[src/rtl/div_share_arbiter_pkg.sv]
// ============================================================================
// Module   : div_arb_pkg
// Brief    : Shared types, constants and the round-robin pick function used by
//            the divider-sharing arbiter.
// Revision : 1.0 - initial release
// ============================================================================
`default_nettype none

package div_arb_pkg;

    // Default operand/result width in bits
    localparam int c_DEF_WIDTH = 32;

    // Widest request vector rr_pick can search
    localparam int c_MAX_REQ = 32;

    // Arbiter sequencing states
    typedef enum logic [1:0] {
        IDLE  = 2'd0,
        ISSUE = 2'd1,
        WAIT  = 2'd2,
        RESP  = 2'd3
    } arb_state_t;

    // First set bit of valid searching ptr, ptr+1, ..., n-1, 0, ... (wraps).
    // Returns 0 when nothing is valid; callers qualify with |valid.
    function automatic logic [31:0] rr_pick(
        input logic [c_MAX_REQ-1:0] valid,
        input logic [31:0]          ptr,
        input logic [31:0]          n
    );
        logic [31:0] idx;
        logic        found;
        rr_pick = '0;
        found   = 1'b0;
        for (int k = 0; k < c_MAX_REQ; k++) begin
            idx = ptr + 32'(k);
            if (idx >= n) begin
                idx = idx - n;
            end
            if (!found && (32'(k) < n) && valid[idx[4:0]]) begin
                found   = 1'b1;
                rr_pick = idx;
            end
        end
    endfunction

endpackage

`default_nettype wire

[src/rtl/div_share_arbiter_if.sv]
// ============================================================================
// Module   : div_share_arbiter_if
// Brief    : Client request/response and divider-side signals of the shared
//            divider arbiter. slave = arbiter, master = clients + divider.
// Revision : 1.0 - initial release
// ============================================================================
`default_nettype none

interface div_share_arbiter_if
    import div_arb_pkg::*;
#(
    parameter int tamanyo = c_DEF_WIDTH,
    parameter int N_REQ   = 4
) ();

    // Client request side
    logic [N_REQ-1:0]         req_valid;
    logic [N_REQ*tamanyo-1:0] req_num;
    logic [N_REQ*tamanyo-1:0] req_den;
    logic [N_REQ-1:0]         req_ready;

    // Client response side
    logic [N_REQ-1:0]         rsp_valid;
    logic [N_REQ-1:0]         rsp_ready;
    logic [tamanyo-1:0]       rsp_coc;
    logic [tamanyo-1:0]       rsp_res;
    logic                     rsp_dz;

    // Divider side
    logic                     div_start;
    logic [tamanyo-1:0]       div_num;
    logic [tamanyo-1:0]       div_den;
    logic [tamanyo-1:0]       div_coc;
    logic [tamanyo-1:0]       div_res;
    logic                     div_done;

    modport slave (
        input  req_valid, req_num, req_den, rsp_ready, div_coc, div_res, div_done,
        output req_ready, rsp_valid, rsp_coc, rsp_res, rsp_dz, div_start, div_num, div_den
    );

    modport master (
        output req_valid, req_num, req_den, rsp_ready, div_coc, div_res, div_done,
        input  req_ready, rsp_valid, rsp_coc, rsp_res, rsp_dz, div_start, div_num, div_den
    );

endinterface

`default_nettype wire

[src/rtl/div_share_arbiter_rr_arbiter.sv]
// ============================================================================
// Module   : rr_arbiter
// Brief    : Combinational round-robin picker: request vector + priority
//            pointer -> one-hot grant, grant index and any-request flag.
// Revision : 1.0 - initial release
// ============================================================================
`default_nettype none

module rr_arbiter
    import div_arb_pkg::*;
#(
    parameter int N_REQ = 4,
    localparam int PW   = $clog2(N_REQ)
) (
    input  wire logic [N_REQ-1:0] i_req,
    input  wire logic [PW-1:0]    i_ptr,
    output logic      [N_REQ-1:0] o_grant,
    output logic      [PW-1:0]    o_idx,
    output logic                  o_any
);

    logic [c_MAX_REQ-1:0] w_req_ext;

    assign w_req_ext = c_MAX_REQ'(i_req);
    assign o_any     = |i_req;
    assign o_idx     = PW'(rr_pick(w_req_ext, 32'(i_ptr), 32'(N_REQ)));

    // One-hot grant of the picked index, empty when nobody is requesting
    always_comb begin
        o_grant = '0;
        if (o_any) begin
            o_grant[o_idx] = 1'b1;
        end
    end

endmodule

`default_nettype wire

[src/rtl/div_share_arbiter.sv]
// ============================================================================
// Module   : div_share_arbiter
// Brief    : Shares one multicycle signed divider among N_REQ requesters with
//            round-robin grant, one division in flight at a time, and a
//            per-requester valid/ready response.
//            Optional macro DIV_ZERO_GUARD_EN: zero divisors are answered
//            locally (coc=all ones, res=num, rsp_dz=1) without the divider.
// Revision : 1.0 - initial release
// ============================================================================
`default_nettype none

module div_share_arbiter
    import div_arb_pkg::*;
#(
    parameter int tamanyo = c_DEF_WIDTH,
    parameter int N_REQ   = 4
) (
    input wire logic          CLK,
    input wire logic          RSTa,
    div_share_arbiter_if.slave bus
);

    localparam int              c_PW   = $clog2(N_REQ);
    localparam logic [c_PW-1:0] c_LAST = c_PW'(N_REQ - 1);

    arb_state_t         r_state;
    arb_state_t         w_state_nxt;

    logic [c_PW-1:0]    r_ptr;
    logic [c_PW-1:0]    r_gidx;
    logic [tamanyo-1:0] r_num;
    logic [tamanyo-1:0] r_den;
    logic [tamanyo-1:0] r_coc;
    logic [tamanyo-1:0] r_res;

    logic [N_REQ-1:0]   w_grant;
    logic [c_PW-1:0]    w_idx;
    logic               w_any;
    logic               w_hs;
    logic [tamanyo-1:0] w_sel_num;
    logic [tamanyo-1:0] w_sel_den;

`ifdef DIV_ZERO_GUARD_EN
    logic               r_dz;
    logic               w_den_zero;
    assign w_den_zero = ~|w_sel_den;
`endif

    rr_arbiter #(
        .N_REQ   (N_REQ)
    ) u_rr (
        .i_req   (bus.req_valid),
        .i_ptr   (r_ptr),
        .o_grant (w_grant),
        .o_idx   (w_idx),
        .o_any   (w_any)
    );

    // Operands of the requester the picker currently points at
    assign w_sel_num = bus.req_num[w_idx*tamanyo +: tamanyo];
    assign w_sel_den = bus.req_den[w_idx*tamanyo +: tamanyo];

    // req_ready mirrors the grant, so any valid request in IDLE is a handshake
    assign w_hs = (r_state == IDLE) && w_any;

    // State register; reset discards whatever was in flight
    always_ff @(posedge CLK or negedge RSTa) begin
        if (!RSTa) begin
            r_state <= IDLE;
        end else begin
            r_state <= w_state_nxt;
        end
    end

    // Next-state and handshake outputs
    always_comb begin
        w_state_nxt   = r_state;
        bus.req_ready = '0;
        bus.rsp_valid = '0;
        bus.div_start = 1'b0;
        case (r_state)
            IDLE: begin
                bus.req_ready = w_grant;
                if (w_any) begin
`ifdef DIV_ZERO_GUARD_EN
                    w_state_nxt = w_den_zero ? RESP : ISSUE;
`else
                    w_state_nxt = ISSUE;
`endif
                end
            end
            ISSUE: begin
                bus.div_start = 1'b1;
                w_state_nxt   = WAIT;
            end
            WAIT: begin
                if (bus.div_done) begin
                    w_state_nxt = RESP;
                end
            end
            RESP: begin
                bus.rsp_valid[r_gidx] = 1'b1;
                if (bus.rsp_ready[r_gidx]) begin
                    w_state_nxt = IDLE;
                end
            end
            default: begin
                w_state_nxt = IDLE;
            end
        endcase
    end

    // Operand latches, result capture and round-robin pointer update
    always_ff @(posedge CLK or negedge RSTa) begin
        if (!RSTa) begin
            r_ptr  <= '0;
            r_gidx <= '0;
            r_num  <= '0;
            r_den  <= '0;
            r_coc  <= '0;
            r_res  <= '0;
`ifdef DIV_ZERO_GUARD_EN
            r_dz   <= 1'b0;
`endif
        end else begin
            if (w_hs) begin
                r_num  <= w_sel_num;
                r_den  <= w_sel_den;
                r_gidx <= w_idx;
`ifdef DIV_ZERO_GUARD_EN
                r_dz   <= w_den_zero;
                if (w_den_zero) begin
                    r_coc <= '1;
                    r_res <= w_sel_num;
                end
`endif
            end
            if ((r_state == WAIT) && bus.div_done) begin
                r_coc <= bus.div_coc;
                r_res <= bus.div_res;
            end
            if ((r_state == RESP) && bus.rsp_ready[r_gidx]) begin
                r_ptr <= (r_gidx == c_LAST) ? '0 : r_gidx + c_PW'(1);
            end
        end
    end

    assign bus.div_num = r_num;
    assign bus.div_den = r_den;
    assign bus.rsp_coc = r_coc;
    assign bus.rsp_res = r_res;
`ifdef DIV_ZERO_GUARD_EN
    assign bus.rsp_dz  = r_dz;
`else
    assign bus.rsp_dz  = 1'b0;
`endif

endmodule

`default_nettype wire

[src/flat_wrapper.sv]
// flat-port wrapper written by rule: the top's interface ports become plain ports
module div_share_arbiter_flat import div_arb_pkg::*;
#(
    parameter int tamanyo = c_DEF_WIDTH,
    parameter int N_REQ   = 4
)
  (CLK, RSTa, bus_req_valid, bus_req_num, bus_req_den, bus_rsp_ready, bus_div_coc, bus_div_res, bus_div_done, bus_req_ready, bus_rsp_valid, bus_rsp_coc, bus_rsp_res, bus_rsp_dz, bus_div_start, bus_div_num, bus_div_den);
  div_share_arbiter_if #(.tamanyo(tamanyo), .N_REQ(N_REQ)) bus_i ();
  input wire logic CLK;
  input wire logic RSTa;
  input wire logic [$bits(bus_i.req_valid)-1:0] bus_req_valid;
  input wire logic [$bits(bus_i.req_num)-1:0] bus_req_num;
  input wire logic [$bits(bus_i.req_den)-1:0] bus_req_den;
  input wire logic [$bits(bus_i.rsp_ready)-1:0] bus_rsp_ready;
  input wire logic [$bits(bus_i.div_coc)-1:0] bus_div_coc;
  input wire logic [$bits(bus_i.div_res)-1:0] bus_div_res;
  input wire logic [$bits(bus_i.div_done)-1:0] bus_div_done;
  output wire logic [$bits(bus_i.req_ready)-1:0] bus_req_ready;
  output wire logic [$bits(bus_i.rsp_valid)-1:0] bus_rsp_valid;
  output wire logic [$bits(bus_i.rsp_coc)-1:0] bus_rsp_coc;
  output wire logic [$bits(bus_i.rsp_res)-1:0] bus_rsp_res;
  output wire logic [$bits(bus_i.rsp_dz)-1:0] bus_rsp_dz;
  output wire logic [$bits(bus_i.div_start)-1:0] bus_div_start;
  output wire logic [$bits(bus_i.div_num)-1:0] bus_div_num;
  output wire logic [$bits(bus_i.div_den)-1:0] bus_div_den;
  assign bus_i.req_valid = bus_req_valid;
  assign bus_i.req_num = bus_req_num;
  assign bus_i.req_den = bus_req_den;
  assign bus_i.rsp_ready = bus_rsp_ready;
  assign bus_i.div_coc = bus_div_coc;
  assign bus_i.div_res = bus_div_res;
  assign bus_i.div_done = bus_div_done;
  assign bus_req_ready = bus_i.req_ready;
  assign bus_rsp_valid = bus_i.rsp_valid;
  assign bus_rsp_coc = bus_i.rsp_coc;
  assign bus_rsp_res = bus_i.rsp_res;
  assign bus_rsp_dz = bus_i.rsp_dz;
  assign bus_div_start = bus_i.div_start;
  assign bus_div_num = bus_i.div_num;
  assign bus_div_den = bus_i.div_den;
  div_share_arbiter #(.tamanyo(tamanyo), .N_REQ(N_REQ)) u_core (.CLK(CLK), .RSTa(RSTa), .bus(bus_i));
endmodule
[config.mk]
export PLATFORM = sky130hd
export DESIGN_NAME = div_share_arbiter_flat
export DESIGN_NICKNAME = d
export VERILOG_FILES = /design/src/rtl/div_share_arbiter_pkg.sv /design/src/rtl/div_share_arbiter_if.sv /design/src/rtl/div_share_arbiter_rr_arbiter.sv /design/src/rtl/div_share_arbiter.sv /design/src/flat_wrapper.sv
export SDC_FILE = /design/constraint.sdc
export NUM_CORES = 1
export LEC_CHECK = 0
export CAP_MARGIN = 20
export CORE_AREA = 8 8 176 178
export CTS_CLUSTER_SIZE = 8
export DETAILED_ROUTE_END_ITERATION = 10
export DIE_AREA = 0 0 184 186
export GPL_TIMING_DRIVEN = 0
export PLACE_DENSITY = 0.72
export SLEW_MARGIN = 25
export SYNTH_ARGS = -nofsm -noshare
export SYNTH_HDL_FRONTEND = slang
export SYNTH_SLANG_ARGS = --single-unit
[constraint.sdc]
create_clock -name CLK -period 7.85 [get_ports CLK]
set_input_delay 1.1775 -clock CLK [delete_from_list [all_inputs] [get_ports CLK]]
set_output_delay 1.1775 -clock CLK [all_outputs]
set_load 0.02 [all_outputs]
==> summary.md, run 1 <==
| Metric | Value |
|---|---|
| Status | `finished, final reports clean` |
| Hold Slack | `0.504 ns` |
| Die area | `34200 sq um` |
| Clk root buf | `clkbuf_16` |
| Top cell type's share of synthesized area | `36.8%` |
| Synth cell types | `47` |
| Worst reg2reg path depth | `12` |
| Final core utilization | `52.7%` |
| Top cells by area, synth | `dfrtp_1 (37%), mux2_2 (13%), a221oi_1 (6.3%), a2111oi_2 (5.9%), a22oi_1 (3.3%)` |
| Kind of end point of the critical path | `output port` |
| Synthesized instance count | `between 800 and 900` |
| Post-synth top cells | `dfrtp_1 (134), mux2_2 (107), clkbuf_1 (72), inv_1 (72), a221oi_1 (65)` |
| Hpwl dp | `between 30 and 40 mm` |
| Global-route wire length before repair | `64.7 mm` |
| Flop pwr share | `18.3%` |
| Syn Area/Cell | `10.3 sq um` |
| Worst Hold End | `u_core.bus.rsp_coc[21]` |
| Psw | `0.00348 W` |
| Residual DRC | `0` |
| # Max-Cap Violations | `0` |
| Critical path data required time | `6.67 ns` |
| Cts repair resizes | `0` |
| CTS clk-pin slew, worst paths | `0.06 ns` |
| Antenna violations before repair | `0` |
| Setup violation total in the final timing report | `0` |
| Total grt overflow | `0` |
| Reg2reg setup slack | `about 4 ns` |
| Hold buffer count at cts | `0` |
| Die width | `roughly 180 um` |
| Synth area leader | `dfrtp_1` |
| Worst-margin pin slew | `0.840 ns` |
| Clock power frac | `between 10% and 20%` |
| Arrival time at the worst endpoint | `4.61 ns` |
| Largest net degree at the start of global routing | `81` |
| Core outline area | `28200 sq um` |
| Switching Share | `49.9%` |
| Layout cell share with drive strength beyond 1 | `15.6%` |
| Die H | `about 190 um` |
| Fin Clk Skew | `0.0133 ns` |
| Drt initial violations | `613` |
| # H-tree levels | `4` |
| Row cnt | `62` |
| Via count of the first global-routing pass | `10.2k` |
| Max_slew headroom | `44.0%` |
| Vias | `9709` |
| Area Overhead vs Synth | `63.6%` |
| Hold Crit Depth | `1` |
| I/O pins | `469` |
| Setup bufs post-CTS | `0` |
| Clock Path Buffers | `2` |
| Max Fclk | `173 MHz` |
| CTS sink count | `between 100 and 150` |
| Drt wl/cell | `25.4 um` |
| Critical R2R Capture | `u_core.bus.div_den[5]` |
| Most used flip-flop cell after synthesis | `dfrtp_1` |
| Count of buffers from port buffering | `between 400 and 500` |
| Yosys warns | `0` |
| Count leader, synth | `dfrtp_1` |
| Final min period | `5.78 ns` |
| Fraction of registers with async set/reset | `100%` |
| CTS tree | `yes` |
| Fin nets | `1715` |
| ANT cells | `0` |
| Netlist Area Pre-Place | `9100 sq um` |
| Pwr dens | `468 nW/um^2` |
| Fin crit share | `73.7%` |
| Lkg Pwr | `5.88 nW` |
| Cts bufs inserted | `17` |
| Finished Layout Cells | `roughly 1.8k` |
| Net count after synthesis | `1228` |
| Tot GR Track Use | `24.9%` |
| Combinational Power Share | `69.6%` |
| Seq/Total Area, Yosys | `between 30% and 40%` |
| Antenna Nets Post-Route | `0` |
| Filler cells | `2642` |
| Hold crit path type | `register to register` |
| Placer Congestion | `0.911` |
| Initial Utilization | `32.2%` |
| WS Path Type | `input pin to output port` |
| Hold_sp | `u_core.bus.rsp_coc[21]` |
| Worst vdd ir | `249 uV` |
| Router iterations before antenna repair | `5` |
| Internal | `between 0.003 and 0.004 W` |
| EDFF count, synth | `0` |
| Worst-Skew Late Latency | `between 0.4 and 0.5 ns` |
| Final Hold Vio Count | `0` |
| Critical Path Start Type | `input pin` |
| Reg-to-Reg Start | `u_core.r_ptr[0]` |
| CP Max Fanout | `10` |
| Seq cells post-synth | `134` |
| Placed cells | `1737` |
| Final WL | `44.9 mm` |
| Max-slew violation count | `0` |
| RSZ-0062 raised after global routing | `no` |
| Via density per instance | `about 5.5` |
[cells in the final DEF, fill, tap and decap left out, types with 5 or more instances in the layout]
master / count
mux2_2: 107
a221oi_1: 65
nand2_1: 9
ha_1: 12
dfrtp_1: 134
a2111oi_0: 25
a211oi_1: 26
nor2_1: 32
a22oi_1: 40
a31oi_1: 39
buf_6: 6
clkdlybuf4s50_1: 466
buf_1: 5
a2111oi_2: 36
inv_1: 72
buf_4: 8
mux2i_1: 27
clkbuf_1: 72
a21boi_0: 39
and3_1: 39
buf_2: 13
clkbuf_16: 17
o21ai_0: 40
[per-stage QoR]
| step | TNS, ns | instance area [sq um] | power, W | setup slack (ns) |
|---|---|---|---|---|
| 2_1_floorplan | 0 | 9100 | 0.00416 | 3.55 |
| 3_5_place_dp | 0 | 14300 | 0.00614 | 2.05 |
| 6_report | 0 | 14900 | 0.00697 | 2.07 |
| 4_1_cts | 0 | 14900 | 0.00699 | 2.04 |
| 5_1_grt | 0 | 14900 | 0.00737 | 1.89 |
| 3_3_place_gp | -37.98 | 14300 | 0.00605 | -0.302 |
[area by class of cell]
cell class / count / area (sq um) / area share [%]
plain buffers: 104 / 482 / 3.23
clock buffers: 18 / 439 / 2.95
clock inverters: 14 / 163 / 1.09
inverters: 72 / 270 / 1.81
multi-input cells: 575 / 5000 / 33.6
flip-flops and latches: 134 / 3350 / 22.5
well taps: 384 / 480 / 3.23
repair buffers: 468 / 4710 / 31.6
[registers in the layout, indices dropped and copies added (netlist names)]
register            cells
u_core.bus.div_den     32
u_core.bus.div_num     32
u_core.bus.rsp_coc     32
u_core.bus.rsp_res     32
u_core.r_gidx           2
u_core.r_ptr            2
u_core.r_state          2
[power by group through the flow]
| stage | registers [W] | clock network, W | logic (W) |
|---|---|---|---|
| floorplan | 0.00167 | 0 | 0.00249 |
| global placement | 0.00127 | 0 | 0.00478 |
| detailed placement | 0.00128 | 0 | 0.00486 |
| CTS | 0.00127 | 0.000855 | 0.00486 |
| global route | 0.00131 | 0.000883 | 0.00517 |
| finish | 0.00128 | 0.000842 | 0.00485 |
[worst max-delay path: stages]
cell and delay, ns:
clkdlybuf4s50_1 0.50, mux4_2 0.55, or4_4 0.58, a32oi_4 0.39, nand2_1 0.26, clkbuf_1 0.35, nor2_1 0.17, clkdlybuf4s50_1 0.62
[logic make-up (layout without fill, tap and decap cells)]
family / Yosys count / after routing / share of synthesized area (%)
AND/OR/NAND/NOR: 98 / 98 / 5.72
other: 1 / 1 / 0.0412
buffers and inverters: 176 / 676 / 8.26
adder cells (fa/ha/maj): 12 / 12 / 1.65
AO/OA/AOI/OAI: 327 / 327 / 30.5
multiplexers: 137 / 137 / 16.9
flip-flops: 134 / 134 / 36.8
[layer usage]
metal | wire length, um | part of all wire (%) | vias to the layer above | track usage [%]
met3 | 4210 | 9.4 | 47 | 7.59
met5 | 0 | 0 | - | 0
met4 | 940 | 2.1 | 0 | 6.84
met1 | 17500 | 39 | 4757 | 29.2
met2 | 22200 | 50 | 512 | 43.6
li1 | - | - | 4393 | -
[worst max path at each step]
stage	from	end	cells past startpoint
2_1_floorplan	bus_req_valid[3]	bus_req_ready[0]	6
3_3_place_gp	RSTa	u_core.bus.div_num[6]	1
3_5_place_dp	bus_req_valid[3]	bus_req_ready[1]	8
4_1_cts	bus_req_valid[3]	bus_req_ready[1]	8
5_1_grt	bus_req_valid[3]	bus_req_ready[0]	8
6_report	bus_req_valid[1]	bus_req_ready[1]	8
Power figures use the tool's default switching activity.
==> run 2, diff against run 1 <==
--- a/config.mk
+++ b/config.mk
@@ -6,12 +6,12 @@
 export NUM_CORES = 1
 export LEC_CHECK = 0
 export CAP_MARGIN = 20
-export CORE_AREA = 8 8 176 178
+export CORE_AREA = 8 8 177 179
 export CTS_CLUSTER_SIZE = 8
 export DETAILED_ROUTE_END_ITERATION = 10
-export DIE_AREA = 0 0 184 186
+export DIE_AREA = 0 0 185 187
 export GPL_TIMING_DRIVEN = 0
-export PLACE_DENSITY = 0.72
+export PLACE_DENSITY = 0.71
 export SLEW_MARGIN = 25
 export SYNTH_ARGS = -nofsm -noshare
 export SYNTH_HDL_FRONTEND = slang
==> constraint.sdc (replaced) <==
create_clock -name CLK -period 5.88 [get_ports CLK]
set_input_delay 0.882 -clock CLK [delete_from_list [all_inputs] [get_ports CLK]]
set_output_delay 0.882 -clock CLK [all_outputs]
set_load 0.02 [all_outputs]
==> run 2 against run 1 <==
Sequential cell count is the same. Cell count grew 0.11%. Largest cell class unchanged. Via count grew 0.53%. Final area is essentially flat. Wire length grew 2.5%. Worst setup slack lost 1.4 ns. Clock power grew 35%.
==> summary.md, run 2 (same netlist as run 1, synthesis figures left out) <==
| Metric | Value |
|---|---|
| Die width | `185 um (+0.54%)` |
| WS Path Type | `register to output port` |
| Die H | `187 um (+0.54%)` |
| Total grt overflow | `0 (unchanged)` |
| Critical R2R Capture | `u_core.bus.div_den[5]` |
| Fin Clk Skew | `0.0143 ns (+0.00100 ns)` |
| Core outline area | `28400 sq um (+0.55%)` |
| Crit path from | `u_core.r_ptr[0]` |
| Count of buffers from port buffering | `467 (unchanged)` |
| Via count of the first global-routing pass | `10.5k (+2.8%)` |
| Router iterations before antenna repair | `5 (unchanged)` |
| Vias | `9760 (+0.53%)` |
| Global-route wire length before repair | `67.8 mm (+4.7%)` |
| Reg2reg setup slack | `1.79 ns (-2.21 ns)` |
| Delay-heaviest family, CP | `buffers and inverters` |
| Commonest non-fill, non-tap cell in the layout | `clkdlybuf4s50_1` |
| Tot GR Track Use | `25.7% (+0.76 points)` |
| Placed Area | `14300 sq um (unchanged)` |
| Finished Layout Cells | `1771 (+0.11%)` |
| Clock Path Buffers | `2 (unchanged)` |
| Fin crit share | `89.3%` |
| Reg area | `3350 sq um (unchanged)` |
| Max-slew violation count | `0 (unchanged)` |
| Setup TNS | `0 ns (unchanged)` |
| Crit path cell chain | `buf_4, buf_2, inv_1, ha_1, inv_1, nor3b_1, or4_4, a32oi_4, nand2_1, clkbuf_1, nor2_1, clkdlybuf4s50_1` |
| CTS sink count | `134 (unchanged)` |
| Max_slew headroom | `39.5% (-4.5 points)` |
| Hold crit path type | `input pin to asynchronous set/reset pin` |
| CP Max Fanout | `10 (unchanged)` |
| Antenna Nets Post-Route | `0 (unchanged)` |
| Layout cell share with drive strength beyond 1 | `15.5% (-0.072 points)` |
| # H-tree levels | `4 (unchanged)` |
| Worst-Skew Late Latency | `0.43 ns (about the same)` |
| Worst-margin pin slew | `0.907 ns (+0.0673 ns)` |
| Worst reg2reg path depth | `12 (unchanged)` |
| Area of the multi-input gates | `5000 sq um (unchanged)` |
| Setup bufs post-CTS | `0 (unchanged)` |
| Reg-to-Reg Start | `u_core.r_ptr[0]` |
| CTS tree | `yes` |
| Max Fclk | `190 MHz` |
| # Max-Cap Violations | `0 (unchanged)` |
| Post-Layout Inst Area | `14900 sq um (about the same)` |
| Drt wl/cell | `26.0 um (+2.4%)` |
| Die area | `34600 sq um (+1.1%)` |
| I/O pins | `469 (unchanged)` |
| Drt initial violations | `629 (+2.6%)` |
| Antenna violations before repair | `7 (+7)` |
| Residual DRC | `0 (unchanged)` |
| Cts bufs inserted | `17 (unchanged)` |
| Final min period | `5.25 ns` |
| Placed cells | `1737 (unchanged)` |
| Hpwl dp | `36.3 mm (+3.8%)` |
| Most used cell, CP | `inv_1` |
| Cts repair resizes | `0 (unchanged)` |
| Via density per instance | `5.51 (+0.41%)` |
| Setup violation total in the final timing report | `0 (unchanged)` |
| Slowest stage delay, CP | `0.63 ns (about the same)` |
| Lkg Pwr | `5.88 nW (-0.12%)` |
| Final WL | `46.0 mm (+2.5%)` |
| Kind of end point of the critical path | `output port` |
| Fin nets | `1715 (unchanged)` |
| Hold buffer count at cts | `0 (unchanged)` |
| Final Power | `0.00935 W (+34%)` |
| Pwr dens | `628 nW/um^2 (+34%)` |
| RSZ-0062 raised after global routing | `no` |
| Final Hold Vio Count | `0 (unchanged)` |
| Worst vdd ir | `286 uV (+15%)` |
| Clk root buf | `clkbuf_16` |
| Filler cells | `2587 (-2.1%)` |
| Critical Path Start Type | `register` |
| Status | `finished, final reports clean` |
| Largest net degree at the start of global routing | `76 (-6.2%)` |
| Placer Congestion | `0.893 (-2.0%)` |
| Critical path data required time | `5.00 ns (-1.67 ns)` |
| CTS clk-pin slew, worst paths | `0.07 ns (about the same)` |
| Worst path bufs/invs | `6 (+3)` |
| Arrival time at the worst endpoint | `4.37 ns (-0.24 ns)` |
| Row cnt | `62 (unchanged)` |
| Initial Utilization | `32.1% (-0.18 points)` |
| Max stage delay cell, worst path | `clkdlybuf4s50_1` |
| Commonest non-fill, non-tap cells in the layout | `clkdlybuf4s50_1 (466), dfrtp_1 (134), mux2_2 (107)` |
| Area Overhead vs Synth | `63.6% (about the same)` |
[run 2: cell types whose count changed in the layout (fill, tap and decap cells not counted), sizes merged]
cell | previous run | this run
clkinvlp | 1 | 3
bufinv | 1 | 2
diode | 0 | 2
inv | 78 | 80
clkinv | 6 | 1
[run 2: worst max path at each step]
stage	end	slack, ns	depth (start not counted)
5_1_grt	bus_req_ready[0]	0.36	11
3_5_place_dp	bus_req_ready[0]	0.63	8
6_report	bus_req_ready[0]	0.63	12
4_1_cts	bus_req_ready[0]	0.58	12
3_3_place_gp	u_core.bus.div_num[17]	-2.01	1
2_1_floorplan	bus_req_ready[0]	2.17	6
[run 2: power by group]
group          switching (W)  internal [W]  total (W)
clock network       0.000496      0.000641    0.00114
registers           0.000289       0.00142    0.00171
logic                0.00388       0.00262    0.00650
total                0.00466       0.00469    0.00935
[run 2: area by class of cell]
cell class	count	share of cell area (%)
Multi-Input combinational cell	575	33.6
Timing Repair Buffer	468	31.6
Sequential cell	134	22.5
Buffer	104	3.24
Tap cell	384	3.23
Clock buffer	18	2.88
Inverter	72	1.82
Clock inverter	14	1.11
Antenna cell	2	0.0336
[run 2: metal layers]
| metal | share of wire [%] | track usage, % |
|---|---|---|
| met4 | 2.2 | 7.82 |
| met2 | 51 | 45.7 |
| met3 | 9.8 | 8.88 |
| met5 | 0.13 | 0 |
| met1 | 37 | 28.2 |
[run 2: stage by stage]
step                      util, %  hold WS (ns)  worst slack, ns
after floorplan                 -         0.528             2.17
after global placement       50.2         0.488            -2.01
after detailed placement     50.3         0.492            0.633
after CTS                    52.4         0.404            0.579
after global routing         52.4         0.413            0.359
final                        52.4         0.393            0.630
[run 2: worst register-to-register path: stages, from the launching register on]
cell	delay [ns]
dfrtp_1	0.42
buf_4	0.18
buf_2	0.24
inv_1	0.14
ha_1	0.39
a21bo_2	0.24
a2bb2oi_1	0.14
o211ai_2	0.50
buf_2	0.39
clkbuf_1	0.46
a221oi_1	0.16
a2111oi_0	0.58
a211oi_1	0.10
